## src/rtl/secure_scan_ctrl_if.sv

```systemverilog
// Scan-control bundle between test access, scan muxes and key-load logic.
// Parameters must match the attached secure_scan_ctrl instance.
interface secure_scan_ctrl_if #(
  parameter int NUM_CHAINS = 4,
  parameter int VIOL_W     = 8
);
  logic                  secure_mode;
  logic                  test_mode;
  logic [NUM_CHAINS-1:0] chain_sel;
  logic [NUM_CHAINS-1:0] enable_scan_in;
  logic [NUM_CHAINS-1:0] enable_scan_out;
  logic                  scan_mode;
  logic                  scan_flush;
  logic                  loadkey;
  logic                  locked;
  logic [VIOL_W-1:0]     viol_count;

  modport master (
    output secure_mode, test_mode, chain_sel,
    input  enable_scan_in, enable_scan_out, scan_mode,
    input  scan_flush, loadkey, locked, viol_count
  );

  modport slave (
    input  secure_mode, test_mode, chain_sel,
    output enable_scan_in, enable_scan_out, scan_mode,
    output scan_flush, loadkey, locked, viol_count
  );
endinterface

```

## src/rtl/secure_scan_ctrl.sv

```systemverilog
// Secure-scan lock: OPEN -> FLUSH -> LOCKED, exit only via reset.
// Define SECSCAN_VIOL_CNT_EN to build the post-lock violation counter.
module secure_scan_ctrl #(
  parameter int NUM_CHAINS   = 4,
  parameter int FLUSH_CYCLES = 128,
  parameter int VIOL_W       = 8
) (
  input logic              clk,
  input logic              reset,
  secure_scan_ctrl_if.slave bus
);
  typedef enum logic [1:0] {
    OPEN   = 2'd0,
    FLUSH  = 2'd1,
    LOCKED = 2'd2
  } state_t;

  localparam int CW = $clog2(FLUSH_CYCLES + 1);
  localparam logic [CW-1:0] CNT_INIT = CW'(FLUSH_CYCLES - 1);

  state_t                state;
  logic [CW-1:0]         cnt;
  logic [NUM_CHAINS-1:0] en_in;
  logic [NUM_CHAINS-1:0] en_out;

  always_ff @(posedge clk) begin
    if (reset) begin
      state <= OPEN;
      cnt   <= '0;
    end else begin
      case (state)
        OPEN: begin
          if (bus.secure_mode) begin
            state <= FLUSH;
            cnt   <= CNT_INIT;
          end
        end
        FLUSH: begin
          if (cnt == '0) state <= LOCKED;
          else           cnt   <= cnt - 1'b1;
        end
        LOCKED:  state <= LOCKED;
        // unreachable encodings fail secure
        default: state <= LOCKED;
      endcase
    end
  end

  always_comb begin
    en_in          = '0;
    en_out         = '0;
    bus.scan_mode  = 1'b0;
    bus.scan_flush = 1'b0;
    bus.loadkey    = 1'b1;
    bus.locked     = 1'b1;
    case (state)
      OPEN: begin
        en_in         = bus.chain_sel;
        en_out        = bus.chain_sel;
        bus.scan_mode = bus.test_mode;
        bus.loadkey   = 1'b0;
        bus.locked    = 1'b0;
      end
      FLUSH: begin
        en_in          = '1;
        bus.scan_mode  = 1'b1;
        bus.scan_flush = 1'b1;
        bus.loadkey    = 1'b0;
        bus.locked     = 1'b0;
      end
      default: ;
    endcase
  end

  assign bus.enable_scan_in  = en_in;
  assign bus.enable_scan_out = en_out;

`ifdef SECSCAN_VIOL_CNT_EN
  logic              tm_q;
  logic [VIOL_W-1:0] vcnt;

  // held-high test_mode across lock entry has tm_q=1, so no edge
  always_ff @(posedge clk) begin
    if (reset) begin
      tm_q <= 1'b0;
      vcnt <= '0;
    end else begin
      tm_q <= bus.test_mode;
      if (state == LOCKED && bus.test_mode && !tm_q
          && vcnt != {VIOL_W{1'b1}})
        vcnt <= vcnt + 1'b1;
    end
  end

  assign bus.viol_count = vcnt;
`else
  assign bus.viol_count = {VIOL_W{1'b0}};
`endif
endmodule

```

## src/flat_wrapper.sv

```systemverilog
// flat-port wrapper written by rule: the top's interface ports become plain ports
module secure_scan_ctrl_flat 
#(
  parameter int NUM_CHAINS   = 4,
  parameter int FLUSH_CYCLES = 128,
  parameter int VIOL_W       = 8
)
  (clk, reset, bus_secure_mode, bus_test_mode, bus_chain_sel, bus_enable_scan_in, bus_enable_scan_out, bus_scan_mode, bus_scan_flush, bus_loadkey, bus_locked, bus_viol_count);
  secure_scan_ctrl_if #(.NUM_CHAINS(NUM_CHAINS), .VIOL_W(VIOL_W)) bus_i ();
  input logic clk;
  input logic reset;
  input wire logic [$bits(bus_i.secure_mode)-1:0] bus_secure_mode;
  input wire logic [$bits(bus_i.test_mode)-1:0] bus_test_mode;
  input wire logic [$bits(bus_i.chain_sel)-1:0] bus_chain_sel;
  output wire logic [$bits(bus_i.enable_scan_in)-1:0] bus_enable_scan_in;
  output wire logic [$bits(bus_i.enable_scan_out)-1:0] bus_enable_scan_out;
  output wire logic [$bits(bus_i.scan_mode)-1:0] bus_scan_mode;
  output wire logic [$bits(bus_i.scan_flush)-1:0] bus_scan_flush;
  output wire logic [$bits(bus_i.loadkey)-1:0] bus_loadkey;
  output wire logic [$bits(bus_i.locked)-1:0] bus_locked;
  output wire logic [$bits(bus_i.viol_count)-1:0] bus_viol_count;
  assign bus_i.secure_mode = bus_secure_mode;
  assign bus_i.test_mode = bus_test_mode;
  assign bus_i.chain_sel = bus_chain_sel;
  assign bus_enable_scan_in = bus_i.enable_scan_in;
  assign bus_enable_scan_out = bus_i.enable_scan_out;
  assign bus_scan_mode = bus_i.scan_mode;
  assign bus_scan_flush = bus_i.scan_flush;
  assign bus_loadkey = bus_i.loadkey;
  assign bus_locked = bus_i.locked;
  assign bus_viol_count = bus_i.viol_count;
  secure_scan_ctrl #(.NUM_CHAINS(NUM_CHAINS), .FLUSH_CYCLES(FLUSH_CYCLES), .VIOL_W(VIOL_W)) u_core (.clk(clk), .reset(reset), .bus(bus_i));
endmodule
```

## config.mk

```make
export PLATFORM = sky130hd
export DESIGN_NAME = secure_scan_ctrl_flat
export DESIGN_NICKNAME = d
export VERILOG_FILES = /design/src/rtl/secure_scan_ctrl_if.sv /design/src/rtl/secure_scan_ctrl.sv /design/src/flat_wrapper.sv
export SDC_FILE = /design/constraint.sdc
export NUM_CORES = 1
export LEC_CHECK = 0
export CAP_MARGIN = 10
export CORE_MARGIN = 2
export CORE_UTILIZATION = 40
export DETAILED_ROUTE_END_ITERATION = 8
export PLACE_DENSITY = 0.77
export SLEW_MARGIN = 20
export SYNTH_ARGS = -nofsm -noshare
export SYNTH_HDL_FRONTEND = slang
export SYNTH_SLANG_ARGS = --single-unit
```

## constraint.sdc

```tcl
create_clock -name clk -period 1.99 [get_ports clk]
set_clock_uncertainty 0.2 [all_clocks]
set_input_delay 0.398 -clock clk [delete_from_list [all_inputs] [get_ports clk]]
set_output_delay 0.398 -clock clk [all_outputs]
set_load 0.05 [all_outputs]
```

* Yosys cells after proc, flatten, opt, wreduce, memory -nomap -nowiden *
Cells that the tools add are included.

operators by class
  add/sub/neg operators = 1
  equal/unequal tests = 4
  multiplexer cells = 11
  reduce and logical (&&, ||, !) cells = 6

operators by type and width
  operator                                                            number
  8-bit two-way mux                                                   2
  8-bit one-hot mux with 2 select lines                               1
  8-bit logical NOT                                                   1
  4-bit one-hot mux with 2 select lines                               1
  8-bit by 1-bit subtractor with 8-bit output, second input constant  1
  2-bit two-way mux                                                   2
  4-bit two-way mux                                                   1
  2-bit != test, second input constant                                2
  2-bit one-hot mux with 2 select lines                               1
  3-bit AND reduction                                                 1
  2-bit by 1-bit == test with 1-bit output, second input constant     1
  2-bit logical NOT                                                   1
  1-bit two-way mux                                                   2
  2-bit by 1-bit != test with 1-bit output, second input constant     1
  1-bit one-hot mux with 2 select lines                               1
  2-bit AND reduction                                                 1
  2-bit nonzero test                                                  1
  2-bit OR reduction                                                  1

word-level totals
  flip-flop bits (word level) = 10
  logic and storage cells = 24

* Depth between registers and ports, before layout *
Gate-level depths: netlist of run 1.

  depth after elaboration = 3
  gate-level depth with buffers = 6
  mapped depth without buffers = 6

* Worst setup path before layout of run 1 *
OpenSTA, ideal clock, no wires.

  kind = reg2reg
  from = reg u_core.state[1]
  to = reg u_core.cnt[6]
  setup time = 0.074 ns
  arrival = 2.090 ns
  setup slack = -0.375 ns
  stages on the path, launching flop included = 6
  buffers on the path = 1
  period minus slack after synthesis = 2.365 ns
  cells stage by stage = dfxtp_1 -> clkbuf_1 -> nor2b_1 -> nand2_1 -> or4b_1 -> a31oi_1

between the ends
  word-level cells in the longest chain between the ends = 3
  elaborated cells on any way between the ends = 7

RTL lines
  element                                                                               line                    source
  start: declaration                                                                    secure_scan_ctrl.sv:21  state_t state;
  start signal: assignment                                                              secure_scan_ctrl.sv:28  state <= OPEN;
  start signal: assignment                                                              secure_scan_ctrl.sv:34  state <= FLUSH;
  start signal: assignment                                                              secure_scan_ctrl.sv:39  if (cnt == '0) state <= LOCKED;
  2-bit by 1-bit == test with 1-bit output / 2-bit logical NOT (equally long branches)  secure_scan_ctrl.sv:31  case (state)
  2-bit != test (no line) / 2-bit nonzero test (equally long branches)                  n/a
  3-bit AND reduction (no line)                                                         n/a
  end signal: assignment                                                                secure_scan_ctrl.sv:40  else cnt <= cnt - 1'b1;
  end: declaration                                                                      secure_scan_ctrl.sv:22  logic [CW-1:0] cnt;

Several ways; a longest one is shown, not always the timed one.
A chain may end at the register's enable or synchronous reset.

* Final worst setup path of run 1 *
  from = reg u_core.state[1]
  to = out bus_enable_scan_out[3]

between the ends
  word-level cells in the longest chain between the ends = 2

RTL lines
  element            line                    source
  2-bit logical NOT  secure_scan_ctrl.sv:56  case (state)
  4-bit two-way mux  secure_scan_ctrl.sv:56
  end: declaration   flat_wrapper.sv:16      output wire logic [$bits(bus_i.enable_scan_out)-1:0] bus_enable_scan_out;

No other way between the ends.

==> impl_results.md, run 1 <==
- Final Cell Area: 967 sq um
- Rows: 14
- Synth Cell Area: approximately 630 sq um
- Root Driver: clkbuf_4
- Crit. End Element: output port
- Routed WL per cell: roughly 13 um
- DIE WIDTH: 43.8 um
- Ratio of cells with drive above 1 in the final layout: 23.3%
- I/O pin count: 28
- CTS Sinks: 10
- Vias in the first global route: 550
- WL final: 1500 um
- RSZ-0062 raised after global routing: no
- CTS buffer count: 3
- CTS H-tree depth: 1
- Register bit total from synthesis: 10
- Dpl cell area: 937 sq um
- CP startpoint: u_core.state[1]
- Placer congestion estimate: roughly 0.74
- Vias: about 630
- Final Hold Viols: 0
- Buffers & Inverters on Critical Path: 2
- Die area: 1920 sq um
- CTS hold repair buffers: 0
- Kind of critical path: reg -> out
- Seq/Total Area, Yosys: 31.6%
- Tcrit/Tclk final: 94.4%
- CTS tree: yes
- Number of fillers in the final layout: roughly 120
- Hold WC Path Type: reg -> reg
- Port Buffers: 19
- Synth warn: 0
- CP required: 1.39 ns
- Fin util: 65.0%
- Detailed router's first-iteration violation count: 14
- CP peak stage delay: 0.30 ns
- Clock transition at the registers of the reported paths: 0.06 ns
- GRT Total Usage: 17.0%
- Fin crit period: 1.88 ns
- Max clock buf depth: 2
- Max capacitance violation total: 0
- Setup Fix Bufs, Post-CTS: 0
- Number of vias per cell: 5.26
- Ant diodes: 0
- Gate Count Post-Synth: 84
- Crit path max fanout: 11
- Pin count of the biggest net entering global routing: 12
- Final setup violation count: 0
- HPWL Detailed: 1150 um
- Top delay family on crit path: simple AND/OR/NAND/NOR gates
- Initial core utilization: 42.6%
- Clock Latency Late Sink: 0.26 ns
- Crit-path cells: buf_4 -> nor2_2 -> and2_1 -> buf_12
- Dominant cells by area after synthesis: dfxtp_1, buf_4, nor2_1
- Outcome: finished, final reports clean
- Worst Path Arrival: 1.28 ns
- HP Start: u_core.cnt[0]
- Share of the synthesized area in the top cell type: 31.6%
- P&R area growth vs syn: 52.5%
- DRT antenna net count: 0
- Avg Inst Size Synth: 7.55 sq um
- Worst path slowest cell: dfxtp_1
- First-pass GRT wire length: 2420 um
- Post-synth top area cell: dfxtp_1
- Pre-Repair DR Iteration Count: 4
- Crit Reg-Reg Startpoint: u_core.cnt[3]
- Power per standard cell area: between 800 and 900 nW/um^2
- Leak: 0.000404 uW
- Netlist cell types: 29
- Drc violations: 0
- Initial antenna violation count: 0
- Post-layout nets: 114
- Final Max Slew Viols: 0
- Max Freq: 0.533 GHz
- Grt total ovfl: 0
- Worst vdd ir: 0.559 mV
- Core outline area: 1490 sq um
- Die height: 43.8 um
- Startpoint types: register
-- through the flow --
step | setup slack [ns] | instances | total power, uW | setup TNS [ns] | hold WS [ns]
final | 0.112 | 119 | 792 | 0 | 0.286
after global routing | 0.00423 | 119 | 832 | 0 | 0.315
after global placement | 0.136 | 116 | 649 | 0 | 0.274
after floorplan | -0.0405 | 91 | 504 | -0.0405 | 0.256
after CTS | 0.0223 | 119 | 792 | 0 | 0.289
after detailed placement | 0.120 | 116 | 656 | 0 | 0.280
-- power by group --
group	internal [uW]	switching, uW	total, uW	leakage [uW]
registers	224	23.0	247	0.0000830
clock network	69.6	64.4	134	0.0000138
logic	176	234	411	0.000307
total	470	322	792	0.000404
-- cell usage in the layout (no fill, tap or decap), types with 2 or more instances in the layout --
| cell type | Yosys | routed |
|---|---|---|
| o21ai_0 | 2 | 2 |
| buf_12 | 0 | 12 |
| conb_1 | 1 | 8 |
| dfxtp_1 | 10 | 10 |
| and2_1 | 6 | 6 |
| nor2_1 | 15 | 14 |
| buf_4 | 9 | 3 |
| nand2_1 | 3 | 3 |
| nor3_1 | 5 | 5 |
| clkbuf_4 | 0 | 3 |
| or4b_1 | 2 | 2 |
| a211oi_1 | 3 | 3 |
| inv_1 | 3 | 3 |
| a21oi_1 | 4 | 4 |
| clkdlybuf4s50_1 | 0 | 7 |
| a31oi_1 | 3 | 3 |
| or3_2 | 2 | 2 |
-- kinds of logic after synthesis --
family / share of synthesized area (%)
AND/OR/NAND/NOR: 33.1
AO/OA/AOI/OAI: 16.2
buffers and inverters: 15.0
flip-flops: 31.6
multiplexers: 1.58
adder cells (fa/ha/maj): 1.97
other: 0.591
-- synthesized netlist by cell type (all sizes together) --
cell type	instances
a211oi	3
a21boi	1
a21o	1
a21oi	4
a2bb2oi	1
a31oi	3
and2	6
buf	11
clkbuf	2
conb	1
dfxtp	10
ha	1
inv	3
mux2i	1
nand2	3
nor2	15
nor2b	1
nor3	5
nor3b	1
nor4	1
o21ai	2
o31ai	1
or3	3
or4	2
or4b	2
-- worst min-delay path, delay by kind of cell (launching register included) --
| family | cells | cell delay [ns] |
|---|---|---|
| flip-flops | 1 | 0.31 |
| buffers and inverters | 1 | 0.07 |
| AO/OA/AOI/OAI | 1 | 0.06 |
-- path summary, 6_finish.rpt --
path	slack, ns	endpoint	cells past startpoint
max	0.11	bus_enable_scan_out[3]	4
min	0.29	u_core.cnt[0]	2
max reg2reg	0.12	u_core.cnt[6]	3
min reg2reg	0.29	u_core.cnt[0]	2
-- state kept, by name, indices dropped and copies added (netlist names) --
register / flops
u_core.cnt: 8
u_core.state: 2
-- layer usage --
metal | part of all wire [%] | vias to the layer above | GRT usage, %
li1 | - | 316 | -
met1 | 45 | 296 | 21.9
met2 | 50 | 12 | 27.1
met3 | 3.9 | 2 | 6.25
met4 | 0.87 | 0 | 3.64
met5 | 0 | - | 0
-- final cells by class --
class / instances / area (sq um) / area share [%]
clock buffers: 3 / 22.5 / 2.33
inverters: 3 / 11.3 / 1.16
multi-input cells: 65 / 380 / 39.3
flip-flops and latches: 10 / 200 / 20.7
well taps: 16 / 20.0 / 2.07
repair buffers: 22 / 333 / 34.4
-- timing repair --
| action | CTS | global route |
|---|---|---|
| resized for setup | 0 | 3 |
| endpoints found under the hold margin | 0 | 0 |
| setup endpoints to repair | 0 | 7 |
Power figures use the tool's default switching activity.
==> inputs of run 2 (changes only) <==
--- a/config.mk
+++ b/config.mk
@@ -10,7 +10,6 @@
 export CORE_UTILIZATION = 40
 export DETAILED_ROUTE_END_ITERATION = 8
 export PLACE_DENSITY = 0.77
-export SLEW_MARGIN = 20
 export SYNTH_ARGS = -nofsm -noshare
 export SYNTH_HDL_FRONTEND = slang
 export SYNTH_SLANG_ARGS = --single-unit
==> constraint.sdc (replaced) <==
create_clock -name clk -period 1.99 [get_ports clk]
set_clock_uncertainty 0.2 [all_clocks]
set_input_delay 0.398 -clock clk [delete_from_list [all_inputs] [get_ports clk]]
set_output_delay 0.398 -clock clk [all_outputs]
set_load 0.005 [all_outputs]
==> impl_results.md, run 2 (synthesized netlist as in run 1, its figures left out) <==
- Outcome: finished, final reports clean
- First-pass GRT wire length: between 2000 and 2500 um
- WL final: between 1000 and 1500 um
- DIE WIDTH: 43.8 um
- Worst vdd ir: 0.418 mV
- Most common cell after layout, fill and taps aside: nor2_1
- Worst Path Arrival: approximately 1.3 ns
- HPWL Detailed: 1080 um
- Top flop regs: u_core.cnt: 8 flops, u_core.state: 2 flops
- Crit path max fanout: 7
- Vias in the first global route: 550
- Final Max Slew Viols: 0
- Rows: 14
- Post-route insts no fill: 122
- Flop-to-flop setup slack: 0.14 ns
- Port Buffers: 19
- Kind of critical path: reg -> out
- DRT antenna net count: 0
- Crit Reg-Reg Startpoint: u_core.state[1]
- Detailed router's first-iteration violation count: 19
- Die area: slightly below 2000 sq um
- Clock transition at the registers of the reported paths: around 0.060 ns
- Post-layout nets: about 120
- Net Sw Frac: around a third
- GRT Total Usage: 16.6%
- CP required: 1.39 ns
- Crit. End Element: output port
- Initial antenna violation count: 0
- Pre-Repair DR Iteration Count: 4
- Drc violations: 0
- Core outline area: between 1000 and 1500 sq um
- Post-placement cell count: 117
- Grt total ovfl: 0
- Clock power share: 22.8%
- Switching Power: 191 uW
- Initial core utilization: about 43%
- Reg2Reg Capture Point: u_core.cnt[3]
- Hold WC Path Type: reg -> reg
- Logic pwr share: between 30% and 40%
- Tcrit/Tclk final: 96.8%
- Leak: 0.000368 uW
- Max capacitance violation total: 0
- CTS tree: yes
- Placer congestion estimate: 0.704
- Routed WL per cell: approximately 12 um
- Max Freq: 0.519 GHz
- Final setup violation count: 0
- Clock Latency Late Sink: between 0.2 and 0.3 ns
- Number of vias per cell: approximately 5.0
- Biggest register: u_core.cnt
- Ant diodes: 0
- Pin count of the biggest net entering global routing: 11
- I/O pin count: 28
- RSZ-0062 raised after global routing: no
- Most frequent cells in the layout: nor2_1, clkdlybuf4s50_1, dlygate4sd2_1, conb_1, dfxtp_1
- Total power draw: 604 uW
- Startpoint types: register
- Fin crit period: 1.93 ns
- Max clock buf depth: 2
- HP Start: u_core.cnt[0]
- R2r worst-path depth: 4
- CTS H-tree depth: 1
- Fin util: 58.2%
- Max reg flops: 8
- Die height: roughly 44 um
- CTS buffer count: 3
- Power per standard cell area: about 700 nW/um^2
- Hold path depth: 2
- CTS hold repair buffers: 0
- Vias: 615
- Root Driver: clkbuf_4
- WHS Endpoint: u_core.cnt[0]
- CTS Sinks: 10
- Sequential power share: 41.3%
- P&R area growth vs syn: 36.5%
- Ratio of cells with drive above 1 in the final layout: 16.0%
- Final Hold Viols: 0
- Int Pwr: just over 400 uW
## run 2: cell count changes in the layout (fill, tap and decap cells not counted)
cell,change
buf_12,-12
dlygate4sd2_1,+9
dfxtp_4,+2
buf_4,+3
clkdlybuf4s50_1,+3
dfxtp_1,-2
## run 2: timing repair
action	in CTS	in global routing
endpoints found under the setup margin	10	4
resized for setup	14	4
setup buffers	0	2
## run 2: final cells by class
type                       count  area [sq um]
fill                         127           623
multi-input combinational     65           380
timing repair buffer          25           224
sequential                    10           208
clock buffer                   3          22.5
tap                           16          20.0
inverter                       3          11.3
## run 2: power by group through the flow
stage	combinational (uW)	clock, uW	sequential [uW]
after floorplan	137	0	245
after global placement	216	0	253
after detailed placement	218	0	254
after CTS	205	144	251
after global routing	241	157	252
final	217	137	250
## run 2: how the worst max path moves through the flow
stage / startpoint / endpoint / slack (ns)
global route: u_core.state[0] / bus_scan_flush / 0.01
detailed placement: bus_chain_sel[0] / bus_enable_scan_in[0] / -0.13
CTS: u_core.state[0] / bus_scan_flush / -0.009
global placement: bus_chain_sel[0] / bus_enable_scan_in[0] / -0.11
floorplan: u_core.cnt[2] / u_core.cnt[6] / 0.19
finish: u_core.state[0] / bus_scan_flush / 0.06
## run 2: critical path, stage by stage (launching register included)
cell and delay, ns:
dfxtp_4 0.38, nor2b_4 0.16, clkdlybuf4s50_1 0.52
## run 2: routing by layer
layer	wire, um	GRT usage, %
met2	740	26.5
met3	55	7.50
met1	610	18.2
met4	13	9.09
met5	0	0
## run 2: per-stage QoR
step / worst slack [ns] / TNS (ns) / hold WS (ns) / instance area [sq um]
after floorplan: 0.186 / 0 / 0.256 / 661
after global placement: -0.115 / -0.876 / 0.282 / 817
after detailed placement: -0.132 / -0.932 / 0.294 / 817
after CTS: -0.00863 / -0.00863 / 0.303 / 838
after global routing: 0.0124 / 0 / 0.327 / 866
final: 0.0642 / 0 / 0.299 / 866
==> inputs of run 3 (changes only) <==
--- a/config.mk
+++ b/config.mk
@@ -9,7 +9,7 @@
 export CORE_MARGIN = 2
 export CORE_UTILIZATION = 40
 export DETAILED_ROUTE_END_ITERATION = 8
-export PLACE_DENSITY = 0.77
+export PLACE_DENSITY_LB_ADDON = 0.08
 export SYNTH_ARGS = -nofsm -noshare
 export SYNTH_HDL_FRONTEND = slang
 export SYNTH_SLANG_ARGS = --single-unit
==> impl_results.md, run 3 (synthesized netlist as in run 1, its figures left out) <==
- Tcrit/Tclk final: a little over nine tenths
- Worst path slowest cell: clkdlybuf4s50_1
- WHS: 0.290 ns
- Number of fillers in the final layout: approximately 140
- Flop-to-flop setup slack: 0.13 ns
- Pin count of the biggest net entering global routing: 11
- HPWL Detailed: 1130 um
- Root Driver: clkbuf_4
- Biggest register: u_core.cnt
- Crit-path cells: buf_4 -> clkdlybuf4s50_1
- Max reg flops: 8
- Setup Fix Bufs, Post-CTS: 0
- Final Hold Viols: 0
- CP peak stage delay: 0.50 ns
- Max capacitance violation total: 0
- CTS tree: yes
- Final setup violation count: 0
- HP Start: u_core.cnt[0]
- CP startpoint: u_core.state[1]
- CTS buffer count: 3
- Met1 usage in global routing: 21.3%
- Initial antenna violation count: 0
- Max Freq: about 0.52 GHz
- Kind of critical path: reg -> out
- Drc violations: 0
- Crit path max fanout: 6
- Fin crit period: 1.92 ns
- Grt total ovfl: 0
- Die area: between 1500 and 2000 sq um
- Crit path to: bus_loadkey
- Most Used Layer, Global Route: met2
- DRT antenna net count: 0
- Ant diodes: 0
- CTS H-tree depth: 1
- GRT Total Usage: 16.2%
- Port Buffers: 19
- First-pass GRT wire length: 2270 um
- Leak: around 0.00037 uW
- Startpoint types: register
- Routed WL per cell: 12.2 um
- Ratio of cells with drive above 1 in the final layout: between 10% and 20%
- Worst vdd ir: between 0.5 and 0.6 mV
- Most common cell after layout, fill and taps aside: nor2_1
- Reg2Reg Capture Point: u_core.cnt[1]
- Hold WC Path Type: reg -> reg
- Area occupied by multi-input gates: 380 sq um
- Setup TNS: 0 ns
- RSZ-0062 raised after global routing: no
- Post-layout nets: 117
- Placer congestion estimate: 0.799
- Clock Latency Late Sink: roughly 0.26 ns
- I/O pin count: 28
- GR Util met2: 24.1%
- Post-placement cell count: ~120
- CTS Sinks: 10
- Vias: 631
- CP required: 1.39 ns
- Crit. End Element: output port
- Dpl cell area: 832 sq um
- Clock transition at the registers of the reported paths: 0.06 ns
- P&R area growth vs syn: 36.1%
- Most frequent cells in the layout: nor2_1, clkdlybuf4s50_1, dlygate4sd2_1, conb_1, dfxtp_1
- FF+latch area: 205 sq um
- Met3 global-route usage: between 7 and 8%
- Top flop regs: u_core.cnt: 8 flops, u_core.state: 2 flops
- Number of vias per cell: between 5 and 6
- Vias in the first global route: 548
- Worst Path Arrival: 1.32 ns
- R2r worst-path depth: 5
- WL final: 1490 um
- Power per standard cell area: about 700 nW/um^2
- DIE WIDTH: 43.8 um
- Initial core utilization: 42.6%
- Post-route insts no fill: 122
- Final Cell Area: 863 sq um
- Core outline area: 1490 sq um
- Detailed router's first-iteration violation count: 11
- Crit Reg-Reg Startpoint: u_core.cnt[2]
- Final Max Slew Viols: 0
- Rows: 14
- Fin util: about 58%
- Die height: 43.8 um
- Pre-Repair DR Iteration Count: 4
- Outcome: finished, final reports clean
- Max clock buf depth: 2
-- run 3: cell types whose count changed in the layout (fill, tap and decap cells not counted) --
| cell | delta |
|---|---|
| a21boi_1 | -1 |
| dfxtp_4 | -1 |
| a21boi_0 | +1 |
| dfxtp_2 | +1 |
-- run 3: area by class of cell --
type	instances	share of cell area, %
clock buffers	3	2.61
inverters	3	1.30
multi-input cells	65	44.1
flip-flops and latches	10	23.8
well taps	16	2.32
repair buffers	25	25.9
-- run 3: per-layer routing --
metal	vias to the layer above	share of wire [%]
met5	-	0
li1	321	-
met4	0	0.87
met3	2	5.1
met2	16	48
met1	292	46
-- run 3: what timing repair did --
item | CTS | global route
resized for setup | 12 | 4
setup endpoints to repair | 10 | 4
hold buffers | 0 | 0
-- run 3: worst max-delay path, delay by kind of cell (launching register included) --
| kind | cells | cell delay [ns] |
|---|---|---|
| buffers and inverters | 2 | 0.66 |
| flip-flops | 1 | 0.40 |
-- run 3: through the flow --
| stage | setup slack, ns | total power [uW] |
|---|---|---|
| after floorplan | 0.186 | 382 |
| after global placement | -0.109 | 475 |
| after detailed placement | -0.128 | 478 |
| after CTS | -0.000664 | 602 |
| after global routing | 0.0274 | 645 |
| final | 0.0738 | 601 |
-- run 3: worst min path at each step --
stage | endpoint | cells after the start
2_1_floorplan | u_core.cnt[0] | 2
3_3_place_gp | u_core.cnt[0] | 2
3_5_place_dp | u_core.cnt[0] | 2
4_1_cts | u_core.cnt[0] | 2
5_1_grt | u_core.cnt[0] | 2
6_report | u_core.cnt[0] | 2
-- run 3: where the power goes --
part           total (uW)  internal, uW  switching, uW
combinational         218           117            101
clock                 133          69.6           63.6
sequential            250           225           24.9
